--- config.mk ---
export PLATFORM = sky130hd
export DESIGN_NAME = uart_rx_int
export DESIGN_NICKNAME = d
export VERILOG_FILES = /design/src/rtl/uart_pkg.sv /design/src/rtl/sync_fifo.sv /design/src/rtl/uart_rx_int.sv
export SDC_FILE = /design/constraint.sdc
export NUM_CORES = 1
export LEC_CHECK = 0
export CORE_MARGIN = 8
export CORE_UTILIZATION = 50
export DETAILED_ROUTE_END_ITERATION = 8
export PLACE_DENSITY = 0.87
export SETUP_SLACK_MARGIN = 0.5
export SLEW_MARGIN = 20
export SYNTH_ARGS = -nofsm -noshare
export SYNTH_HDL_FRONTEND = slang
export SYNTH_SLANG_ARGS = --single-unit
--- constraint.sdc ---
create_clock -name clk -period 1.8 [get_ports clk]
set_input_delay 0.18 -clock clk [delete_from_list [all_inputs] [get_ports clk]]
set_output_delay 0.18 -clock clk [all_outputs]
set_load 0.1 [all_outputs]
--- src/rtl/uart_pkg.sv ---
// Shared UART receive types and constants: FSM encoding, memory-map addresses, baud divider.
// Pure declarations: no logic, no latency, no flow control.
package uart_pkg;

    typedef enum logic [1:0] {
        IDLE  = 2'd0,
        START = 2'd1,
        DATA  = 2'd2,
        STOP  = 2'd3
    } rx_state_t;

    // Addresses the control unit decodes to select the UART load path and the LED register.
    localparam logic [31:0] UART_MEM_ADDR = 32'h0000_1000;
    localparam logic [31:0] LEDS_MEM_ADDR = 32'h0000_1004;

    function automatic int baud_div(input int clk_hz, input int baud, input int oversample);
        return clk_hz / (baud * oversample);
    endfunction

endpackage

--- src/rtl/sync_fifo.sv ---
// Single-clock FIFO with registered storage and a combinational head; push-to-visible latency 1 clk.
// A push is accepted when not full or when a pop frees a slot in the same cycle; pop when empty is ignored.
module sync_fifo #(
    parameter int WIDTH = 8,
    parameter int DEPTH = 4
) (
    input  logic             clk,
    input  logic             rst,
    input  logic             push_i,
    input  logic [WIDTH-1:0] push_dat_i,
    input  logic             pop_i,
    output logic             full_o,
    output logic             empty_o,
    output logic [WIDTH-1:0] head_o
);
    localparam int AW = $clog2(DEPTH);

    logic [AW:0]      wr_ptr_q;
    logic [AW:0]      rd_ptr_q;
    logic [WIDTH-1:0] mem_q [DEPTH];
    logic             pop_ok;
    logic             push_ok;

    // Extra pointer MSB distinguishes full from empty when the index bits match.
    assign empty_o = (wr_ptr_q == rd_ptr_q);
    assign full_o  = (wr_ptr_q[AW] != rd_ptr_q[AW]) && (wr_ptr_q[AW-1:0] == rd_ptr_q[AW-1:0]);
    assign pop_ok  = pop_i && !empty_o;
    assign push_ok = push_i && (!full_o || pop_ok);
    assign head_o  = mem_q[rd_ptr_q[AW-1:0]];

    always_ff @(posedge clk or posedge rst) begin
        if (rst) begin
            wr_ptr_q <= '0;
            rd_ptr_q <= '0;
            for (int i = 0; i < DEPTH; i++) begin
                mem_q[i] <= '0;
            end
        end else begin
            if (push_ok) begin
                mem_q[wr_ptr_q[AW-1:0]] <= push_dat_i;
                wr_ptr_q                <= wr_ptr_q + (AW+1)'(1);
            end
            if (pop_ok) begin
                rd_ptr_q <= rd_ptr_q + (AW+1)'(1);
            end
        end
    end

endmodule

--- src/rtl/uart_rx_int.sv ---
// 8N1 UART receiver feeding a byte FIFO, with interrupt pulse and sticky error flags for the CPU.
// Byte lands ~9.5 bit times after the start edge; a byte arriving with the FIFO full is dropped (overrun).
module uart_rx_int
    import uart_pkg::*;
#(
    parameter int CLK_HZ     = 50000000,
    parameter int BAUD       = 115200,
    parameter int OVERSAMPLE = 16,
    parameter int FIFO_DEPTH = 4
) (
    input  logic        clk,
    input  logic        rst,
    input  logic        rx,
    input  logic        uart_read_end,
    input  logic        err_clr,
    output logic [31:0] rd_data,
    output logic        rx_valid,
    output logic        int_sig,
    output logic        overrun,
    output logic        frame_err
);
    localparam int             DIV    = baud_div(CLK_HZ, BAUD, OVERSAMPLE);
    localparam int             TCW    = (DIV > 1) ? $clog2(DIV) : 1;
    localparam logic [TCW-1:0] TC_MAX = TCW'(DIV - 1);
    localparam logic [3:0]     SC_MID = 4'(OVERSAMPLE / 2 - 1);
    localparam logic [3:0]     SC_END = 4'(OVERSAMPLE - 1);

    logic           sync1_q, sync2_q, rx_s;
    rx_state_t      state_q, state_d;
    logic [TCW-1:0] tc_q, tc_d;
    logic [3:0]     sc_q, sc_d;
    logic [2:0]     bc_q, bc_d;
    logic [7:0]     shift_q, shift_d;
    logic           int_sig_q, overrun_q, frame_err_q;
    logic           tick, push, fe_evt;
    logic           fifo_full, fifo_empty, pop_ok, push_ok, ovr_evt;
    logic [7:0]     fifo_head;

    always_ff @(posedge clk or posedge rst) begin
        if (rst) begin
            sync1_q <= 1'b1;
            sync2_q <= 1'b1;
        end else begin
            sync1_q <= rx;
            sync2_q <= sync1_q;
        end
    end
    assign rx_s = sync2_q;

    assign tick = (tc_q == TC_MAX);

    always_comb begin
        state_d = state_q;
        tc_d    = tick ? '0 : tc_q + TCW'(1);
        sc_d    = tick ? sc_q + 4'd1 : sc_q;
        bc_d    = bc_q;
        shift_d = shift_q;
        push    = 1'b0;
        fe_evt  = 1'b0;
        case (state_q)
            IDLE: begin
                tc_d = '0;
                sc_d = '0;
                if (!rx_s) begin
                    state_d = START;
                end
            end
            START: begin
                // Mid-bit recheck rejects line glitches shorter than half a bit.
                if (tick && sc_q == SC_MID) begin
                    sc_d    = '0;
                    bc_d    = '0;
                    state_d = rx_s ? IDLE : DATA;
                end
            end
            DATA: begin
                if (tick && sc_q == SC_END) begin
                    sc_d    = '0;
                    shift_d = {rx_s, shift_q[7:1]};
                    bc_d    = bc_q + 3'd1;
                    if (bc_q == 3'd7) begin
                        state_d = STOP;
                    end
                end
            end
            STOP: begin
                if (tick && sc_q == SC_END) begin
                    state_d = IDLE;
                    push    = rx_s;
                    fe_evt  = !rx_s;
                end
            end
            default: state_d = IDLE;
        endcase
    end

    always_ff @(posedge clk or posedge rst) begin
        if (rst) begin
            state_q <= IDLE;
            tc_q    <= '0;
            sc_q    <= '0;
            bc_q    <= '0;
            shift_q <= '0;
        end else begin
            state_q <= state_d;
            tc_q    <= tc_d;
            sc_q    <= sc_d;
            bc_q    <= bc_d;
            shift_q <= shift_d;
        end
    end

    assign pop_ok  = uart_read_end && !fifo_empty;
    assign push_ok = push && (!fifo_full || pop_ok);
    assign ovr_evt = push && !push_ok;

    sync_fifo #(
        .WIDTH (8),
        .DEPTH (FIFO_DEPTH)
    ) u_fifo (
        .clk        (clk),
        .rst        (rst),
        .push_i     (push),
        .push_dat_i (shift_q),
        .pop_i      (uart_read_end),
        .full_o     (fifo_full),
        .empty_o    (fifo_empty),
        .head_o     (fifo_head)
    );

    // Error events take priority over a same-cycle clear.
    always_ff @(posedge clk or posedge rst) begin
        if (rst) begin
            int_sig_q   <= 1'b0;
            overrun_q   <= 1'b0;
            frame_err_q <= 1'b0;
        end else begin
            int_sig_q   <= push_ok;
            overrun_q   <= ovr_evt || (overrun_q && !err_clr);
            frame_err_q <= fe_evt || (frame_err_q && !err_clr);
        end
    end

    assign rd_data   = fifo_empty ? 32'b0 : {24'b0, fifo_head};
    assign rx_valid  = !fifo_empty;
    assign int_sig   = int_sig_q;
    assign overrun   = overrun_q;
    assign frame_err = frame_err_q;

endmodule
==> Yosys cells after proc, flatten, opt, wreduce, memory -nomap -nowiden <==
Cells that the tools add are included.
{ "op_classes": {"n_eq_ne": 15, "n_mul": 0, "bitwise_logic": 2, "n_lt_le_gt_ge": 3, "n_shift": 0, "div": 0, "add_sub_neg": 5, "n_reduce_logical": 22, "n_mux": 27} }
{ "ops": {"columns": ["cell", "n"], "rows": [
  ["$bwmux W32", 1],
  ["$mux W8", 4],
  ["$bmux W8 S2", 1],
  ["$demux W8 S2", 1],
  ["$mux W2", 6],
  ["$mux W4", 3],
  ["$pmux W4 S3", 1],
  ["$mux W5", 2],
  ["$ne A2 B2 Y1 const B", 5],
  ["$add A3 B1 Y3 const B", 3],
  ["$logic_and A1 B1 Y1", 9],
  ["$pmux W2 S4", 1],
  ["$ge A3 B3 Y1 const B", 2],
  ["$mux W3", 2],
  ["$not A2 Y3", 2],
  ["$pmux W3 S2", 1],
  ["$add A5 B1 Y5 const B", 1],
  ["$eq A5 B5 Y1 const B", 1],
  ["$logic_not A1 Y1", 5],
  ["$reduce_and A5 Y1", 1],
  ["$add A4 B1 Y4 const B", 1],
  ["$eq A2 B2 Y1 const B", 2],
  ["$eq A4 B3 Y1 const B", 1],
  ["$eq A4 B4 Y1 const B", 1],
  ["12 further kinds", 17]
]} }
{ "word_totals": {"ram_bits": 0, "latchBits": 0, "out_inout_bits": 36, "wordCells": 90, "ff_bits": 65, "romBits": 0, "inputBits": 5, "n_memories": 0} }

==> Longest topological paths before layout <==
Gate-level depths: netlist (run 1).
{ "depth": {"depth_word": 8, "mapped_depth": 8, "ltp_nobuf": 6} }

==> Hierarchy <==
From an unflattened synthesis (run 1), not the netlist that was laid out.
{ "unflattened": {"hier_cells": 263, "hier_area_um2": 3452.1} }
{ "modules_own_cells": {"columns": ["module", "cells_each", "n_inst", "seq_area_each_um2", "area_per_inst_um2"], "rows": [
  ["sync_fifo", 112, 1, 950.9, 1905.6],
  ["uart_rx_int", 151, 1, 678.2, 1546.5]
]} }

==> Worst setup path after synthesis (run 1) <==
No wires, ideal clock.
{ "synth_timing": {"path_kind": "reg-to-output", "from": "reg u_fifo.rd_ptr_q[0]", "to": "out rd_data[0]", "required_time_ns": 1.620, "t_arrival_ns": 2.634, "path_stages_with_launch": 6, "slack_ns": -1.014, "n_path_buf": 2, "cell_sequence": "dfrtp_1 > buf_4 > xnor2_1 > nand3b_1 > clkbuf_1 > and2_1"} }
{ "synth_between": {"elab_chain_len": 5, "elab_cells_between_ends": 6} }
{ "synth_lines": {"columns": ["item", "line", "text"], "rows": [
  ["start: declaration", "sync_fifo.sv:19", "logic [AW:0] rd_ptr_q;"],
  ["start signal: assignment", "sync_fifo.sv:44", "rd_ptr_q <= rd_ptr_q + (AW+1)'(1);"],
  ["$not A2 Y3 (not written as such)", "sync_fifo.sv:29", "assign head_o = mem_q[rd_ptr_q[AW-1:0]];"],
  ["$bmux W8 S2", "sync_fifo.sv:29", null],
  ["$mux W8 (not written as such) (2 in a row)", "sync_fifo.sv:29", null],
  ["$mux W8 (*)", "uart_rx_int.sv:144", "assign rd_data = fifo_empty ? 32'b0 : {24'b0, fifo_head};"],
  ["end: declaration", "uart_rx_int.sv:16", "output logic [31:0] rd_data,"]
]} }
Mark *: on every way between the ends. The rest lies on a longest branch, timed or not. The select of a mux whose other input is x is not followed.

==> Worst setup path in the final report (run 1) <==
{ "layout_timing": {"from": "reg u_fifo.wr_ptr_q[1]", "to": "out rd_data[4]"} }
{ "layout_between": {"elab_chain_len": 2} }
{ "layout_lines": {"columns": ["item", "line", "text"], "rows": [
  ["start: declaration", "sync_fifo.sv:18", "logic [AW:0] wr_ptr_q;"],
  ["start signal: assignment", "sync_fifo.sv:41", "wr_ptr_q <= wr_ptr_q + (AW+1)'(1);"],
  ["$eq A3 B3 Y1", "sync_fifo.sv:25", "assign empty_o = (wr_ptr_q == rd_ptr_q);"],
  ["$mux W8", "uart_rx_int.sv:144", null]
]} }
Every way passes these cells.

==> results.py, run 1 <==
metrics = {
    "timing": {
        "fmax_mhz": 509,
        "setup_violations": 41,
        "period_share_pct": 109,
        "worst_slack_ns": -0.165,
        "whs_ns": 0.229,
        "layout_min_cycle_time_ns": 1.97,
        "rsz0062_at_grt": "yes",
        "hold_violations": 0,
        "slew_viol_final": 0,
        "fin_skew_ns": 0.0106,
    },
    "clock_tree": {
        "numCtsBuffers": 9,
        "ctsLongestPathBuffers": 2,
        "hold_buffers": 0,
        "worstSkewPairLatency_ns": 0.35,
        "h-tree-depth": 3,
        "cts_tree": "yes",
        "path_clk_slew_ns": 0.08,
        "cts_root_buffer": "clkbuf_8",
        "cts_sinks": 65,
    },
    "yosys": {
        "netlist_instances": 244,
        "synth_top_area_cell": "dfrtp_1",
        "synthXorXnorAreaFrac_pct": 3.86,
        "synth_top_family_by_area": "multiplexers",
        "synth_top_area_share_pct": 49.7,
        "synthSimpleGateAreaFrac_pct": 8.83,
        "synthAdderAreaFrac_pct": 4.34,
        "synth_compound_area_share_pct": 3.15,
        "muxShareOfSynthArea_pct": 20.5,
        "ys_seq_area_share_pct": 51.3,
        "yosys_warnings": 0,
        "synth.avg_cell_area_um2": 13.0,
        "ys_ff_latch": 65,
        "syn-cell-area_um2": 3170,
        "synth.area.top_cells": "dfrtp_1, mux2_2, buf_4, mux4_2, ha_1",
        "yosysUniqueCellTypes": 31,
    },
    "floorplan": {
        "die_area_um2": 9150,
        "core_area_um2": 6240,
        "placementRows": 29,
        "die_y_um": 95.7,
        "die_w_um": 95.7,
        "num_io_pins": 41,
        "start_util_pct": 50.8,
    },
    "placed_design": {
        "dpl.hpwl_um": 4180,
        "io_buffers": 16,
        "place_congestion": 0.815,
    },
    "setup_path": {
        "critPathLaunchType": "register",
        "path_max_fanout": 5,
        "crit_arrival_ns": 1.79,
        "cp.required_ns": 1.62,
        "end_kind": "output port",
        "worstSetupPathType": "register to output port",
    },
    "final_layout": {
        "antenna_cells": 0,
        "fin_nets": 328,
        "most-common-layout-cells": "dfrtp_1, mux2_4, buf_4, conb_1, buf_6",
        "areaGrowthSynthToFinish_pct": 40.5,
        "drive_above_1_share_pct": 53.3,
        "layout_commonest_cell": "dfrtp_1",
    },
    "pwr": {
        "irDropWorstVdd_uv": 906,
        "power_density_nw_per_um2": 732,
        "power.total_uw": 3260,
        "power_leakage_uw": 0.00219,
    },
    "global_routing": {
        "grt_max_degree": 66,
        "grt.total_usage_pct": 18.8,
        "grt_pass1_vias": 2351,
        "grt_antenna_before_repair": 0,
        "overflow": 0,
        "grt_first_pass_wirelength_um": 12600,
    },
    "status": {
        "status": "finished with violations",
        "failed_checks": "setup timing",
    },
    "routing": {
        "wl_per_cell_um": 20.4,
        "vias_per_cell": 5.44,
        "drt-total-wl_um": 8040,
        "final_antenna_net_count": 0,
        "dr.pass1.iters": 4,
        "drtIter0Drc": 125,
        "drc_errors": 0,
        "num_vias": 2145,
    },
    "hold_path": {
        "hold_class": "input pin to register",
    },
    "flow_run": {
        "maxCapViolations": 0,
    },
}
area by class of cell:
class / instances / area [um^2]
well taps: 77 / 96.3
fillers: 383 / 1780
repair buffers: 64 / 711
inverters: 8 / 33.8
flip-flops and latches: 65 / 1630
multi-input cells: 164 / 1740
clock buffers: 10 / 128
clock inverters: 6 / 115
routing by layer:
layer	vias to the layer above	part of all wire [%]	GRT usage [%]
met4	0	2.6	7.81
met3	24	6.7	6.38
met1	1100	38	21.3
li1	945	-	-
met2	76	53	31.9
met5	-	0	0
registers in the layout, indices dropped and copies added, names as in the netlist, named ones only:
register,flops
tc_q,5
overrun,1
u_fifo.wr_ptr_q,3
shift_q,8
u_fifo.mem_q,32
int_sig,1
sync1_q,1
rx_s,1
state_q,1
sc_q,4
u_fifo.rd_ptr_q,3
frame_err,1
bc_q,3
path summary, 6_finish.rpt:
path | slack [ns] | from | depth (start not counted) | to
worst max-delay path | -0.17 | u_fifo.wr_ptr_q[1] | 5 | rd_data[4]
worst min register to register | 0.36 | sync1_q | 0 | rx_s
worst min-delay path | 0.23 | rx | 1 | sync1_q
min in group asynchronous | 0.25 | rst | 3 | shift_q[0]
worst max register to register | -0.09 | tc_q[0] | 7 | u_fifo.mem_q[8]
max in group asynchronous | 1.23 | rst | 3 | rx_s
power by group:
group	total, uW	switching (uW)	internal, uW
Sequential	1470	1.82	1460
Combinational	269	254	15.0
Clock	1530	601	927
Total	3260	857	2410
cell usage after synthesis:
| library cell | number |
|---|---|
| dfrtp_1 | 63 |
| mux2_2 | 41 |
| buf_4 | 26 |
| ha_1 | 11 |
| and2_1 | 10 |
| nand2_1 | 10 |
| nor2_1 | 10 |
| xnor2_1 | 9 |
| inv_1 | 8 |
| mux4_2 | 8 |
| nand3_1 | 5 |
| xor2_1 | 5 |
| a21oi_1 | 4 |
| a31oi_1 | 4 |
| nand3_2 | 4 |
| buf_2 | 3 |
| nand4_1 | 3 |
| o21ai_0 | 3 |
| clkbuf_1 | 2 |
| dfstp_2 | 2 |
| nand4b_1 | 2 |
| o22ai_1 | 2 |
| a221oi_1 | 1 |
| a32o_1 | 1 |
| and4b_2 | 1 |
| conb_1 | 1 |
| mux2i_1 | 1 |
| nand3b_1 | 1 |
| nor2b_1 | 1 |
| nor3_4 | 1 |
| o2bb2ai_1 | 1 |
worst max-delay path, stage by stage (launching register included):
cell and delay (ns):
dfrtp_2 0.47, xnor2_2 0.22, nand3b_1 0.23, buf_6 0.21
and2_4 0.14, buf_12 0.16
cell families (layout without fill, tap and decap cells):
kind of cell | count (synthesis) | in the layout
other | 1 | 24
adder cells (fa/ha/maj) | 11 | 11
buffers and inverters | 39 | 88
multiplexers | 50 | 50
flip-flops | 65 | 65
XOR/XNOR | 14 | 14
AO/OA/AOI/OAI | 16 | 16
AND/OR/NAND/NOR | 48 | 49
per-stage QoR:
| step | cell area [um^2] | setup slack (ns) | cells | utilization [%] | TNS, ns |
|---|---|---|---|---|---|
| after floorplan | 3370 | 0.0622 | 267 | - | 0 |
| after global placement | 3660 | 0.0450 | 354 | 58.6 | 0 |
| after detailed placement | 3660 | 0.0124 | 354 | 58.6 | 0 |
| after CTS | 4370 | -0.161 | 389 | 70.0 | -1.11 |
| after global routing | 4460 | -0.217 | 394 | 71.4 | -7.09 |
| final | 4460 | -0.165 | 394 | 71.4 | -3.33 |
repair_timing:
| item | 4_1_cts | 5_1_grt |
|---|---|---|
| endpoints found under the setup margin | 70 | 72 |
| buffers inserted | 16 | 5 |
| pin swaps | 12 | 18 |
| resized for setup | 79 | 12 |
| gates cloned | 3 | 0 |
(Power assumes the default switching activity.)
==> inputs of run 2 (changes only) <==
CORE_ASPECT_RATIO = 0.7   (was unset)
PLACE_DENSITY = 0.73   (was 0.87)
==> results.py, run 2 (synthesized netlist as in run 1, its figures left out) <==
metrics = {
    "status": {
        "status": "finished with violations",
        "failed_checks": "setup timing",
    },
    "pwr": {
        "intPower_uw": 1980,
        "p_comb_share_pct": 9.5,
        "switchingPower_uw": 845,
        "irDropWorstVdd_uv": 521,
        "power_density_nw_per_um2": 637,
        "clockPowerShare_pct": 38.6,
        "p_sw_share_pct": 29.9,
        "power_leakage_uw": 0.00213,
        "seqPwrFrac_pct": 51.8,
    },
    "flow_run": {
        "maxCapViolations": 0,
    },
    "setup_path": {
        "worstPathCellList": "buf_12 > mux4_2 > and2_4 > buf_12",
        "cp.required_ns": 1.62,
        "path_max_fanout": 7,
        "critPathLaunchType": "register",
        "r2r_cells": 7,
        "reg2reg_slack_ns": -0.05,
        "worstSetupPathType": "register to output port",
        "cp_slowest_stage_delay_ns": 0.50,
        "r2r-end": "u_fifo.mem_q[24]",
        "critical_path.endpoint": "rd_data[7]",
        "end_kind": "output port",
        "crit-reg2reg-launch": "sc_q[0]",
        "cp_slowest_cell": "mux4_2",
        "path_common_cell": "buf_12",
        "crit_path_start": "u_fifo.rd_ptr_q[0]",
        "crit_arrival_ns": 1.73,
    },
    "clock_tree": {
        "cts_tree": "yes",
        "cts_sinks": 65,
        "h-tree-depth": 3,
        "worstSkewPairLatency_ns": 0.34,
        "cts_root_buffer": "clkbuf_8",
        "path_clk_slew_ns": 0.08,
        "ctsLongestPathBuffers": 2,
        "numCtsBuffers": 9,
    },
    "timing": {
        "hold_violations": 0,
        "fmax_mhz": 523,
        "slew_viol_final": 0,
        "period_share_pct": 106,
        "layout_min_cycle_time_ns": 1.91,
        "worst_slack_ns": -0.112,
        "setup_violations": 28,
        "rsz0062_at_grt": "yes",
        "fin_skew_ns": 0.0125,
        "setup-tns-final_ns": -1.19,
    },
    "final_layout": {
        "fillCellCount": 382,
        "antenna_cells": 0,
        "reg_top3": "u_fifo.mem_q (32), shift_q (8), tc_q (5)",
        "top_register": "u_fifo.mem_q",
        "drive_above_1_share_pct": 56.8,
        "seqCellArea_um2": 1630,
        "fin_cells": 402,
        "areaGrowthSynthToFinish_pct": 39.9,
        "multi_input_area_um2": 1690,
        "layout_commonest_cell": "dfrtp_1",
        "most-common-layout-cells": "dfrtp_1, buf_4, mux2_2, conb_1, buf_6",
        "post-route-util_pct": 71.7,
        "largest_register_ff_count": 32,
        "fin_nets": 335,
    },
    "routing": {
        "drt-total-wl_um": 7420,
        "num_vias": 2129,
        "vias_per_cell": 5.30,
        "dr.pass1.iters": 4,
        "final_antenna_net_count": 0,
        "drc_errors": 0,
        "wl_per_cell_um": 18.5,
        "drtIter0Drc": 71,
    },
    "floorplan": {
        "num_io_pins": 41,
        "die_area_um2": 9190,
        "start_util_pct": 51.3,
        "die_y_um": 82.7,
        "die_w_um": 111,
        "placementRows": 24,
        "core_area_um2": 6190,
    },
    "global_routing": {
        "grt_first_pass_wirelength_um": 12200,
        "grt_pass1_vias": 2252,
        "use_met2_pct": 25.3,
        "top_usage_layer": "met2",
        "gr-usage-met3_pct": 5.56,
        "overflow": 0,
        "grt_antenna_before_repair": 0,
        "grt_max_degree": 55,
        "grt.total_usage_pct": 17.0,
        "gr-usage-met1_pct": 22.2,
    },
    "hold_path": {
        "hold_class": "input pin to async pin",
    },
    "placed_design": {
        "io_buffers": 16,
        "dpl.hpwl_um": 4430,
        "place_congestion": 0.794,
        "dp.cells": 355,
    },
}
==> run 2: what timing repair did <==
item                       4_1_cts  5_1_grt
gates cloned                     2        0
gates resized for setup         65       19
pin swaps                       18       14
setup buffers                   22        7
setup endpoints to repair       72       72
hold buffers                     0        0
==> run 2: metal layers <==
| metal | up-vias | part of all wire, % | wire length, um |
|---|---|---|---|
| li1 | 960 | - | - |
| met2 | 72 | 47 | 3460 |
| met4 | 0 | 2.4 | 176 |
| met5 | - | 0 | 0 |
| met3 | 14 | 6.4 | 478 |
| met1 | 1083 | 45 | 3310 |
==> run 2: stage by stage <==
step	hold slack (ns)	cell area (um^2)	setup WS, ns	total power (uW)
after global routing	0.135	4440	-0.169	2930
after floorplan	0.184	3370	0.0622	1770
after detailed placement	0.347	3670	-0.0511	1760
final	0.128	4440	-0.112	2830
after global placement	0.346	3670	0.0205	1760
after CTS	0.128	4310	-0.131	2850
==> run 2: area by class of cell <==
type	instances	area share, %
multi-input combinational	164	38.0
sequential	65	36.8
timing repair buffer	71	18.3
clock buffer	10	2.88
tap	78	2.20
clock inverter	6	1.01
inverter	8	0.761
==> run 2: how the worst min path moves through the flow <==
stage	from	endpoint	slack, ns
floorplan	rx	sync1_q	0.18
global placement	sync1_q	rx_s	0.35
detailed placement	sync1_q	rx_s	0.35
CTS	rst	int_sig	0.13
global route	rst	u_fifo.rd_ptr_q[1]	0.14
finish	rst	u_fifo.rd_ptr_q[2]	0.13
==> run 2: critical path: cells and delay by family, from the launching register on <==
| kind | cells | cell delay (ns) |
|---|---|---|
| buffers and inverters | 2 | 0.30 |
| flip-flops | 1 | 0.42 |
| multiplexers | 1 | 0.50 |
| AND/OR/NAND/NOR | 1 | 0.16 |
==> run 2: power by group through the flow <==
| stage | logic [uW] | registers (uW) | clock network, uW |
|---|---|---|---|
| floorplan | 282 | 1490 | 0 |
| detailed placement | 267 | 1490 | 0 |
| finish | 270 | 1470 | 1090 |
| global placement | 267 | 1490 | 0 |
| CTS | 268 | 1470 | 1110 |
| global route | 281 | 1470 | 1180 |
==> inputs of run 3 (changes only) <==
PLACE_DENSITY = unset   (was 0.73)
PLACE_DENSITY_LB_ADDON = 0.12   (was unset)
clock period = 1.66 ns   (was 1.8 ns; I/O delays follow)
==> results.py, run 3 (synthesized netlist as in run 1, its figures left out) <==
metrics = {
    "floorplan": {
        "die_y_um": 82.7,
        "die_w_um": 111,
        "placementRows": 24,
        "core_area_um2": 6190,
        "num_io_pins": 41,
        "die_area_um2": 9190,
        "start_util_pct": 51.3,
    },
    "clock_tree": {
        "numCtsBuffers": 9,
        "ctsLongestPathBuffers": 2,
        "cts_tree": "yes",
        "cts_root_buffer": "clkbuf_8",
        "worstSkewPairLatency_ns": 0.34,
        "path_clk_slew_ns": 0.07,
        "cts_sinks": 65,
        "h-tree-depth": 3,
    },
    "pwr": {
        "irDropWorstVdd_uv": 470,
        "power_density_nw_per_um2": 726,
        "power_leakage_uw": 0.00207,
    },
    "placed_design": {
        "place_congestion": 0.802,
        "dpl.hpwl_um": 4210,
        "dpl_cell_area_um2": 3770,
        "io_buffers": 16,
    },
    "global_routing": {
        "overflow": 0,
        "grt_pass1_vias": 2088,
        "grt_first_pass_wirelength_um": 11000,
        "grt_max_degree": 37,
        "grt_antenna_before_repair": 0,
        "grt.total_usage_pct": 15.4,
    },
    "final_layout": {
        "layout_commonest_cell": "dfrtp_1",
        "most-common-layout-cells": "dfrtp_1, buf_4, mux2_2, conb_1, buf_12",
        "drive_above_1_share_pct": 51.6,
        "reg_top3": "u_fifo.mem_q (32), shift_q (8), tc_q (5)",
        "multi_input_area_um2": 1630,
        "fillCellCount": 404,
        "antenna_cells": 0,
        "largest_register_ff_count": 32,
        "fin_nets": 329,
        "top_register": "u_fifo.mem_q",
        "post-route-util_pct": 70.0,
        "seqCellArea_um2": 1630,
        "areaGrowthSynthToFinish_pct": 36.5,
        "design_area_um2": 4330,
    },
    "timing": {
        "setup_violations": 44,
        "hold_violations": 0,
        "period_share_pct": 111,
        "fmax_mhz": 541,
        "slew_viol_final": 0,
        "worst_slack_ns": -0.190,
        "layout_min_cycle_time_ns": 1.85,
        "rsz0062_at_grt": "yes",
        "fin_skew_ns": 0.00845,
    },
    "setup_path": {
        "cp.required_ns": 1.49,
        "critPathLaunchType": "register",
        "r2r-end": "u_fifo.mem_q[20]",
        "crit_arrival_ns": 1.68,
        "reg2reg_slack_ns": -0.19,
        "crit-reg2reg-launch": "u_fifo.rd_ptr_q[0]",
        "end_kind": "output port",
        "r2r_cells": 8,
        "worstSetupPathType": "register to output port",
        "path_max_fanout": 6,
    },
    "routing": {
        "drt-total-wl_um": 6660,
        "drtIter0Drc": 90,
        "final_antenna_net_count": 0,
        "wl_per_cell_um": 16.8,
        "dr.pass1.iters": 4,
        "vias_per_cell": 5.13,
        "num_vias": 2030,
        "drc_errors": 0,
    },
    "flow_run": {
        "maxCapViolations": 0,
    },
    "status": {
        "failed_checks": "setup timing",
        "status": "finished with violations",
    },
    "hold_path": {
        "hold_class": "input pin to async pin",
    },
}
## run 3: how the worst max path moves through the flow
| stage | cells after the start | startpoint | endpoint | slack (ns) |
|---|---|---|---|---|
| floorplan | 6 | tc_q[0] | u_fifo.mem_q[10] | -0.08 |
| global placement | 6 | tc_q[0] | u_fifo.mem_q[11] | -0.18 |
| detailed placement | 6 | tc_q[0] | u_fifo.mem_q[10] | -0.19 |
| CTS | 4 | u_fifo.rd_ptr_q[0] | rd_data[7] | -0.21 |
| global route | 6 | u_fifo.rd_ptr_q[0] | rd_data[0] | -0.29 |
| finish | 4 | u_fifo.rd_ptr_q[0] | rd_data[7] | -0.19 |
## run 3: area by class of cell
type / count / share of cell area (%)
Inverter: 8 / 0.780
Sequential cell: 65 / 37.6
Tap cell: 78 / 2.25
Clock inverter: 4 / 1.04
Multi-Input combinational cell: 164 / 37.7
Timing Repair Buffer: 65 / 17.5
Clock buffer: 12 / 3.12
## run 3: metal layers
| layer | vias up | wire (um) | track usage [%] | share of wire [%] |
|---|---|---|---|---|
| li1 | 951 | - | - | - |
| met1 | 1024 | 3440 | 21.4 | 52 |
| met2 | 49 | 2780 | 21.5 | 42 |
| met3 | 6 | 380 | 6.78 | 5.7 |
| met4 | 0 | 53 | 3.58 | 0.80 |
| met5 | - | 0 | 0 | 0 |
## run 3: power breakdown
part | internal (uW) | switching (uW)
registers | 1590 | 1.17
logic | 22.4 | 276
clock network | 688 | 572
total | 2300 | 849
## run 3: what timing repair did
action,in CTS,in global routing
endpoints found under the setup margin,72,72
hold buffers,0,0
setup buffers,9,6
cloned,2,0
pin swaps,18,6
gates resized for setup,42,13
## run 3: metrics by stage
step           instances  hold slack (ns)  setup slack (ns)  TNS, ns  power [uW]
2_1_floorplan        267            0.170           -0.0778    -2.10        1920
3_3_place_gp         363            0.347            -0.182    -4.59        1920
3_5_place_dp         363            0.347            -0.193    -4.80        1920
4_1_cts              390            0.218            -0.214    -5.73        3190
5_1_grt              396            0.235            -0.286    -9.36        3260
6_report             396            0.247            -0.190    -5.93        3150
## run 3: worst max-delay path, cell delays in order (launching register included)
cell and delay [ns]:
dfrtp_1 0.39, buf_12 0.14, mux4_2 0.49, and2_4 0.16, buf_12 0.16
